## src/rtl/custom_hls_ctrl_slave.sv

```systemverilog
// AXI-lite control slave exposing the ap_ctrl_hs register map, N pointer arguments and a level interrupt.
// Latency: write visible one cycle after the W handshake; read data valid one cycle after the AR handshake.
// Backpressure: bvalid/rvalid hold until bready/rready; awready/arready drop while a transaction is in flight.
module custom_hls_ctrl_slave #(
  parameter int ADDR_WIDTH = 12,
  parameter int DATA_WIDTH = 32,
  parameter int NUM_ARGS   = 3,
  parameter int ARG_WIDTH  = 64
) (
  input  logic                          clk_i,
  input  logic                          rst_i,
  input  logic                          control_axilite_awvalid,
  output logic                          control_axilite_awready,
  input  logic [ADDR_WIDTH-1:0]         control_axilite_awaddr,
  input  logic                          control_axilite_wvalid,
  output logic                          control_axilite_wready,
  input  logic [DATA_WIDTH-1:0]         control_axilite_wdata,
  input  logic [DATA_WIDTH/8-1:0]       control_axilite_wstrb,
  output logic                          control_axilite_bvalid,
  input  logic                          control_axilite_bready,
  output logic [1:0]                    control_axilite_bresp,
  input  logic                          control_axilite_arvalid,
  output logic                          control_axilite_arready,
  input  logic [ADDR_WIDTH-1:0]         control_axilite_araddr,
  output logic                          control_axilite_rvalid,
  input  logic                          control_axilite_rready,
  output logic [DATA_WIDTH-1:0]         control_axilite_rdata,
  output logic [1:0]                    control_axilite_rresp,
  output logic                          ap_start_o,
  input  logic                          ap_ready_i,
  input  logic                          ap_done_i,
  input  logic                          ap_idle_i,
  output logic [NUM_ARGS*ARG_WIDTH-1:0] args_o,
  output logic                          interrupt_o
);

  localparam int IW = ADDR_WIDTH - 3;
  localparam logic [ADDR_WIDTH-1:0] ARG_BASE = ADDR_WIDTH'(16);
  localparam logic [IW-1:0] ARG_COUNT = IW'(NUM_ARGS);
  localparam bit HAS_HI = (ARG_WIDTH == 64);
  localparam logic [1:0] RESP_OKAY = 2'b00;
  localparam logic [1:0] RESP_SLVERR = 2'b10;

  typedef enum logic [1:0] {W_IDLE, W_DATA, W_RESP} wstate_t;
  typedef enum logic {R_IDLE, R_DATA} rstate_t;

  typedef struct packed {
    logic          ctrl;
    logic          gie;
    logic          ier;
    logic          isr;
    logic          arg;
    logic          hi;
    logic [IW-1:0] idx;
  } dec_t;

  // Address bits [1:0] are ignored; args start at 0x10 with an 8-byte stride.
  function automatic dec_t decode(input logic [ADDR_WIDTH-1:0] a);
    dec_t d;
    d = '0;
    d.idx = IW'((a - ARG_BASE) >> 3);
    d.hi = a[2];
    if (a[ADDR_WIDTH-1:4] == '0) begin
      d.ctrl = (a[3:2] == 2'd0);
      d.gie  = (a[3:2] == 2'd1);
      d.ier  = (a[3:2] == 2'd2);
      d.isr  = (a[3:2] == 2'd3);
    end else begin
      d.arg = (d.idx < ARG_COUNT) && (!a[2] || HAS_HI);
    end
    return d;
  endfunction

  function automatic logic is_mapped(input dec_t d);
    return d.ctrl | d.gie | d.ier | d.isr | d.arg;
  endfunction

  function automatic logic [31:0] merge_bytes(input logic [31:0] old_v, input logic [31:0] new_v,
                                              input logic [3:0] strb);
    logic [31:0] r;
    for (int b = 0; b < 4; b++) begin
      r[b*8 +: 8] = strb[b] ? new_v[b*8 +: 8] : old_v[b*8 +: 8];
    end
    return r;
  endfunction

  wstate_t w_state, w_next;
  rstate_t r_state, r_next;
  logic [ADDR_WIDTH-1:0] waddr;
  dec_t wdec, rdec;
  logic w_fire, ar_fire;
  logic ap_start, ap_done, ap_ready, auto_restart, gie;
  logic [1:0] ier, isr, isr_d;
  logic [ARG_WIDTH-1:0] args_q [NUM_ARGS];
  logic [ARG_WIDTH-1:0] args_d [NUM_ARGS];
  logic [63:0] arg_word, arg_rd;
  logic [31:0] rval;

  assign wdec    = decode(waddr);
  assign rdec    = decode(control_axilite_araddr);
  assign w_fire  = (w_state == W_DATA) && control_axilite_wvalid;
  assign ar_fire = (r_state == R_IDLE) && control_axilite_arvalid;

  // Write channel next state and handshake outputs.
  always_comb begin
    w_next = w_state;
    control_axilite_awready = 1'b0;
    control_axilite_wready  = 1'b0;
    control_axilite_bvalid  = 1'b0;
    case (w_state)
      W_IDLE: begin
        control_axilite_awready = 1'b1;
        if (control_axilite_awvalid) w_next = W_DATA;
      end
      W_DATA: begin
        control_axilite_wready = 1'b1;
        if (control_axilite_wvalid) w_next = W_RESP;
      end
      W_RESP: begin
        control_axilite_bvalid = 1'b1;
        if (control_axilite_bready) w_next = W_IDLE;
      end
      default: w_next = W_IDLE;
    endcase
  end

  // Write channel state, latched address and response code.
  always_ff @(posedge clk_i) begin
    if (rst_i) begin
      w_state <= W_IDLE;
      waddr <= '0;
      control_axilite_bresp <= RESP_OKAY;
    end else begin
      w_state <= w_next;
      if (control_axilite_awvalid && control_axilite_awready) waddr <= control_axilite_awaddr;
      if (w_fire) control_axilite_bresp <= is_mapped(wdec) ? RESP_OKAY : RESP_SLVERR;
    end
  end

  // Read channel next state and handshake outputs.
  always_comb begin
    r_next = r_state;
    control_axilite_arready = 1'b0;
    control_axilite_rvalid  = 1'b0;
    case (r_state)
      R_IDLE: begin
        control_axilite_arready = 1'b1;
        if (control_axilite_arvalid) r_next = R_DATA;
      end
      R_DATA: begin
        control_axilite_rvalid = 1'b1;
        if (control_axilite_rready) r_next = R_IDLE;
      end
      default: r_next = R_IDLE;
    endcase
  end

  // Read data mux; unmapped addresses read as zero.
  always_comb begin
    arg_rd = '0;
    for (int i = 0; i < NUM_ARGS; i++) begin
      if (rdec.idx == IW'(i)) arg_rd = 64'(args_q[i]);
    end
    rval = '0;
    if (rdec.ctrl)     rval = {24'd0, auto_restart, 3'd0, ap_ready, ap_idle_i, ap_done, ap_start};
    else if (rdec.gie) rval = {31'd0, gie};
    else if (rdec.ier) rval = {30'd0, ier};
    else if (rdec.isr) rval = {30'd0, isr};
    else if (rdec.arg) rval = rdec.hi ? arg_rd[63:32] : arg_rd[31:0];
  end

  // Read channel state; data is captured once at the AR handshake and held while rvalid.
  always_ff @(posedge clk_i) begin
    if (rst_i) begin
      r_state <= R_IDLE;
      control_axilite_rdata <= '0;
      control_axilite_rresp <= RESP_OKAY;
    end else begin
      r_state <= r_next;
      if (ar_fire) begin
        control_axilite_rdata <= rval;
        control_axilite_rresp <= is_mapped(rdec) ? RESP_OKAY : RESP_SLVERR;
      end
    end
  end

  // Argument update with bytewise strobes on the addressed 32-bit half.
  always_comb begin
    args_d = args_q;
    arg_word = '0;
    for (int i = 0; i < NUM_ARGS; i++) begin
      if (w_fire && wdec.arg && (wdec.idx == IW'(i))) begin
        arg_word = 64'(args_q[i]);
        if (wdec.hi) arg_word[63:32] = merge_bytes(arg_word[63:32], control_axilite_wdata, control_axilite_wstrb);
        else         arg_word[31:0]  = merge_bytes(arg_word[31:0], control_axilite_wdata, control_axilite_wstrb);
        args_d[i] = arg_word[ARG_WIDTH-1:0];
      end
    end
  end

  // ISR: write-1-to-toggle, with kernel set events winning over a coincident toggle.
  always_comb begin
    isr_d = isr;
    if (w_fire && wdec.isr && control_axilite_wstrb[0]) isr_d = isr ^ control_axilite_wdata[1:0];
    if (ap_done_i && ier[0]) isr_d[0] = 1'b1;
    if (ap_ready_i && ap_start && ier[1]) isr_d[1] = 1'b1;
  end

  // Control/status registers; kernel set events win over clear-on-read of CTRL.
  always_ff @(posedge clk_i) begin
    if (rst_i) begin
      ap_start <= 1'b0;
      ap_done <= 1'b0;
      ap_ready <= 1'b0;
      auto_restart <= 1'b0;
      gie <= 1'b0;
      ier <= '0;
      isr <= '0;
      args_q <= '{default: '0};
    end else begin
      if (w_fire && wdec.ctrl && control_axilite_wstrb[0] && control_axilite_wdata[0]) ap_start <= 1'b1;
      else if (ap_start && ap_ready_i && !auto_restart) ap_start <= 1'b0;
      if (w_fire && wdec.ctrl && control_axilite_wstrb[0]) auto_restart <= control_axilite_wdata[7];
      if (ap_done_i) ap_done <= 1'b1;
      else if (ar_fire && rdec.ctrl) ap_done <= 1'b0;
      if (ap_ready_i && ap_start) ap_ready <= 1'b1;
      else if (ar_fire && rdec.ctrl) ap_ready <= 1'b0;
      if (w_fire && wdec.gie && control_axilite_wstrb[0]) gie <= control_axilite_wdata[0];
      if (w_fire && wdec.ier && control_axilite_wstrb[0]) ier <= control_axilite_wdata[1:0];
      isr <= isr_d;
      args_q <= args_d;
    end
  end

  for (genvar g = 0; g < NUM_ARGS; g++) begin : g_args
    assign args_o[g*ARG_WIDTH +: ARG_WIDTH] = args_q[g];
  end

  assign ap_start_o  = ap_start;
  assign interrupt_o = gie & (|isr);

endmodule

```

## config.mk

```make
export PLATFORM = sky130hd
export DESIGN_NAME = custom_hls_ctrl_slave
export DESIGN_NICKNAME = d
export VERILOG_FILES = /design/src/rtl/custom_hls_ctrl_slave.sv
export SDC_FILE = /design/constraint.sdc
export NUM_CORES = 1
export LEC_CHECK = 0
export CORE_MARGIN = 2
export CORE_UTILIZATION = 36
export CTS_CLUSTER_DIAMETER = 50
export DETAILED_ROUTE_END_ITERATION = 10
export MAX_ROUTING_LAYER = met4
export SETUP_SLACK_MARGIN = 0.4
export SYNTH_ARGS = -nofsm -noshare
export SYNTH_HDL_FRONTEND = slang
export SYNTH_SLANG_ARGS = --single-unit
```

## constraint.sdc

```tcl
create_clock -name clk_i -period 4.1 [get_ports clk_i]
set_input_delay 0.82 -clock clk_i [delete_from_list [all_inputs] [get_ports clk_i]]
set_output_delay 0.82 -clock clk_i [all_outputs]
set_load 0.01 [all_outputs]
```

# [After elaboration in Yosys (flattened, before gate mapping)]
# Index checks and enable logic that the tools add are counted.
[totals] regBits=252 latch_bits=0 ramBits=0 romBits=0 input_bits=70 elab_cells=164 memories=0
[op_classes] n_addsub=2 mul=0 n_div=0 magnitude_cmp=2 n_eq_ne=15 n_shift=0 muxes=35 bitwise_logic=12 reduce_logical=60
[op_table] operator="$mux 32" count=6
[op_table] operator="$mux 64" count=3
[op_table] operator="$reduce_and 3->1" count=25
[op_table] operator="$sub 12x5->12 const B" count=2
[op_table] operator="$logic_and 1x1->1" count=21
[op_table] operator="$eq 9x1->1 const B" count=2
[op_table] operator="$eq 9x2->1 const B" count=2
[op_table] operator="$logic_not 9->1" count=2
[op_table] operator="$lt 9x2->1 const B" count=2
[op_table] operator="$logic_not 8->1" count=2
[op_table] operator="$mux 1" count=16
[op_table] operator="$mux 2" count=6
[op_table] operator="$eq 2x2->1 const B" count=5
[op_table] operator="$reduce_bool 2->1" count=5
[op_table] operator="$mux 4" count=2
[op_table] operator="$or 1x1->1" count=8
[op_table] operator="$eq 2x1->1 const B" count=3
[op_table] operator="$logic_not 2->1" count=3
[op_table] operator="$ne 2x2->1 const B" count=3
[op_table] operator="$pmux 2 s3" count=1
[op_table] operator="$not 1->1" count=2
[op_table] operator="$pmux 1 s2" count=1
[op_table] operator="$reduce_or 2->1" count=1
[op_table] operator="$xor 2x2->2" count=1
[op_table] operator="other kinds (2)" count=2

# [Depth between registers and ports, before layout]
[depth] ltp_word=11 ltp_mapped=10

# [Worst setup path before layout]
# Ideal clock, no wire load.
[synth_path] path_kind="input -> register" start="in control_axilite_araddr[4]" end="reg control_axilite_rdata[6]" setup_time_ns=0.129 arrival_time_ns=2.822 required_time_ns=3.971 setup_slack_ns=1.149 stages=10 path_cell_list="inv_1 -> ha_1 -> nor4b_1 -> mux2_2 -> a211oi_2 -> or3_2 -> clkbuf_1 -> clkbuf_1 -> a2bb2oi_1 -> o21ai_1"
[synth_via] elab_chain_cells=11 elab_cells_between_ends=17
[synth_rtl] item="start, declared" line_no="24" rtl="input logic [ADDR_WIDTH-1:0] control_axilite_araddr,"
[synth_rtl] item="parallel branches: the longest is 10 deep, another holds $sub 12x5->12"
[synth_rtl] item="$mux 32 (*)" line_no="165" rtl="if (rdec.ctrl) rval = {24'd0, auto_restart, 3'd0, ap_ready, ap_idle_i, ap_done, ap_start};"
[synth_rtl] item="end signal, assigned" line_no="181" rtl="control_axilite_rdata <= rval;"
[synth_rtl] item="end, declared" line_no="27" rtl="output logic [DATA_WIDTH-1:0] control_axilite_rdata,"
# Mark *: on every way between the ends.
# A chain may end at the register's enable or synchronous reset.

# [Final worst setup path]
[layout_path] start="in control_axilite_araddr[4]" end="reg control_axilite_rdata[26]"
# Same word-level chain as after synthesis.

==> flow_summary_export.csv <==
group,metric,value,unit
placed_design,gp_congestion,0.798,
sta,whs,461,ps
clock_tree,numCtsBuffers,35,
finish,synthToLayoutAreaGrowth,41.0,%
yosys,synthCells,1127,
routing,via_per_inst,5.06,
clock_tree,clkTransAtPathRegs,60,ps
clock_tree,cts_root_buf,"clkbuf_16",
setup_path,rr_worst_depth,10,
sta,fin_skew,17.1,ps
sta,finalCritPeriodShare,0.782,
placed_design,dp_hpwl,24400,um
clock_tree,ctsResizeCount,0,
yosys,synthFlopType,"dfxtp_1",
setup_path,critPathArrivalTime,3630,ps
sta,slew_headroom,0.333,
finish,n_antenna_cell,0,
floorplanning,die_h,180,um
clock_tree,htreeDepth,2,
sta,max_freq,312,MHz
routing,via_count,9300,
finish,post_route_cells_drive_above_1_share,0.101,
sta,hold_violations,0,
run_status,outcome,"complete, no violations",
setup_path,r2r_slack,1290,ps
finish,multiInputGateArea,0.00581,mm2
setup_path,setup.worst_path.end,"control_axilite_rdata[26]",
setup_path,end_kind,"register",
floorplanning,dieArea,0.0324,mm2
yosys,synth_async_sr_flop_share,0,
setup_path,r2r-start,"waddr[4]",
routing,ant_nets,0,
yosys,netlist_area,0.0112,mm2
global_routing,grt_pass1_wl,56700,um
sta,drv_slew,0,
pwr,power.density,367,mW/mm2
global_routing,grt_usage,0.226,
placed_design,port_buffers,298,
sta,rsz0062_at_grt,"false",
clock_tree,cts_setup_buffers,0,
setup_path,cp-startpoint,"control_axilite_araddr[4]",
global_routing,grt_start_max_net_pins,127,
yosys,ys_warn_count,0,
clock_tree,cts_tree,"done",
global_routing,gr-total-overflow,0,
setup_path,crit_path_start_kind,"input pin",
routing,drtIter0Drc,389,
yosys,syn_area_per_cell,9.91,um2
yosys,yosysSeqAreaShare,0.445,
routing,wl,36600,um
yosys,ys_ff_latch,248,
clock_tree,clockBufferDepth,3,
sta,finalSetupTns,0,ps
pwr,peakVddDrop,0.225,mV
floorplanning,boundaryPins,305,
floorplanning,rows,64,
yosys,synth_cell_types,59,
finish,seqCellArea,0.00496,mm2
sta,tightest_slew,1000,ps
setup_path,r2r_end,"args_o[99]",
pwr,leakagePower,6.69,nW
routing,drc,0,
clock_tree,clk_latency,500,ps
setup_path,crit_type,"in2reg",
global_routing,antenna_found_initial,0,
sta,period_minus_slack,3210,ps
floorplanning,start_util,0.365,
clock_tree,clock-sinks,248,
finish,nFillCells,2778,
finish,layout.nets,1495,
yosys,synth-edff-count,0,
routing,firstDrtPassIters,4,
min_path,hold_path_class,"reg2reg",
job,cap_violations,0,
setup_path,crit_fanout,32,
floorplanning,core_area,0.0306,mm2
floorplanning,die_w,180,um
routing,drt-wirelength-per-cell,19.9,um
global_routing,grt_pass1_vias,9455,
sta,setup_violations,0,
clock_tree,ctsHoldBuffers,0,
min_path,min_path_cells,2,
setup_path,crit_required,4530,ps
## power by group
part / internal, W / switching, W / leakage (nW)
clock: 0.00191 / 0.00112 / 0.585
sequential: 0.00242 / 0.0000121 / 2.00
combinational: 0.000131 / 0.000184 / 4.10
total: 0.00446 / 0.00131 / 6.69
## critical path: stages
cell	delay, ps
clkdlybuf4s50_1	460
inv_1	120
ha_1	260
nor4b_1	270
mux2_2	380
a211oi_2	290
or3_2	190
buf_12	310
mux2_2	380
o21ai_1	120
## metrics by stage
stage / instance area [um2] / setup WS (ps) / instances / utilization / total power, W
global placement: 14600 / 422 / 1780 / 0.476 / 0.00280
global route: 15700 / 689 / 1839 / 0.515 / 0.00598
detailed placement: 14600 / 400 / 1780 / 0.476 / 0.00280
floorplan: 11200 / 1150 / 1128 / - / 0.00265
finish: 15700 / 894 / 1839 / 0.515 / 0.00577
CTS: 15700 / 908 / 1839 / 0.515 / 0.00584
## cell usage in the layout (no fill, tap or decap), types with 27 or more instances in the layout
| cell type | n |
|---|---|
| clkdlybuf4s50_1 | 296 |
| mux2_4 | 28 |
| clkbuf_16 | 37 |
| nand3_1 | 33 |
| buf_4 | 29 |
| nand2b_1 | 35 |
| nor2_1 | 177 |
| mux2i_1 | 272 |
| nand2_1 | 49 |
| o21ai_1 | 29 |
| a2bb2oi_1 | 27 |
| a21oi_1 | 33 |
| dfxtp_1 | 248 |
## sequential cells by signal, indices dropped and copies added, names as in the netlist
signal                 flops
w_state                    2
control_axilite_rresp      1
ap_start_o                 1
isr                        2
ap_ready                   1
waddr                     10
ap_done                    1
r_state                    1
control_axilite_rdata     32
ier                        2
args_o                   192
control_axilite_bresp      1
gie                        1
auto_restart               1
## synthesized netlist by cell type, drive strengths merged (3+ instances only)
master	number	area [um2]
a21oi	33	165
a22oi	6	45.0
a2bb2oi	27	236
and2	4	25.0
and3	8	50.1
buf	19	178
clkbuf	54	203
dfxtp	248	4960
ha	4	50.1
inv	11	41.3
mux2	32	465
mux2i	272	2720
nand2	50	190
nand2b	35	219
nand3	33	165
nand4	6	37.5
nor2	178	668
nor2b	10	62.6
nor3	8	40.0
nor3b	3	22.5
nor4	4	25.0
nor4b	4	35.0
o21ai	37	189
o22a	3	26.3
or2	4	27.5
or3	5	35.0
xor2	4	35.0
## cell families after synthesis
logic type,after synthesis,synth area share
adders and majority gates,4,0.00448
xor gates and xnor gates,5,0.00392
muxes,305,0.288
AOI/OAI and AO/OA,122,0.0731
DFF,248,0.445
and+or+nand+nor,358,0.148
buffers and inverters,84,0.0378
other,1,0.000336
## per-layer routing
| layer | global-route usage | vias up | wire length, um |
|---|---|---|---|
| met2 | 0.366 | 286 | 16700 |
| met3 | 0.0667 | 43 | 2760 |
| met5 | - | - | 0 |
| met4 | 0.0423 | 0 | 568 |
| li1 | - | 4540 | - |
| met1 | 0.283 | 4431 | 16500 |
## cell type report
type                            count  area share
Clock inverter                     11     0.00723
Multi-Input combinational cell    796       0.369
Timing Repair Buffer              329       0.206
Clock buffer                       48      0.0684
Inverter                           11     0.00262
Sequential cell                   248       0.315
Tap cell                          396      0.0315
## worst min-delay path by stage
stage | slack (ps) | endpoint | start
3_5_place_dp | 450 | waddr[9] | waddr[9]
3_3_place_gp | 450 | waddr[8] | waddr[8]
6_report | 460 | control_axilite_rresp[1] | control_axilite_rresp[1]
4_1_cts | 460 | waddr[9] | waddr[9]
2_1_floorplan | 440 | waddr[9] | waddr[9]
5_1_grt | 480 | waddr[9] | waddr[9]
Note: power is estimated with default switching activity, not from simulation.
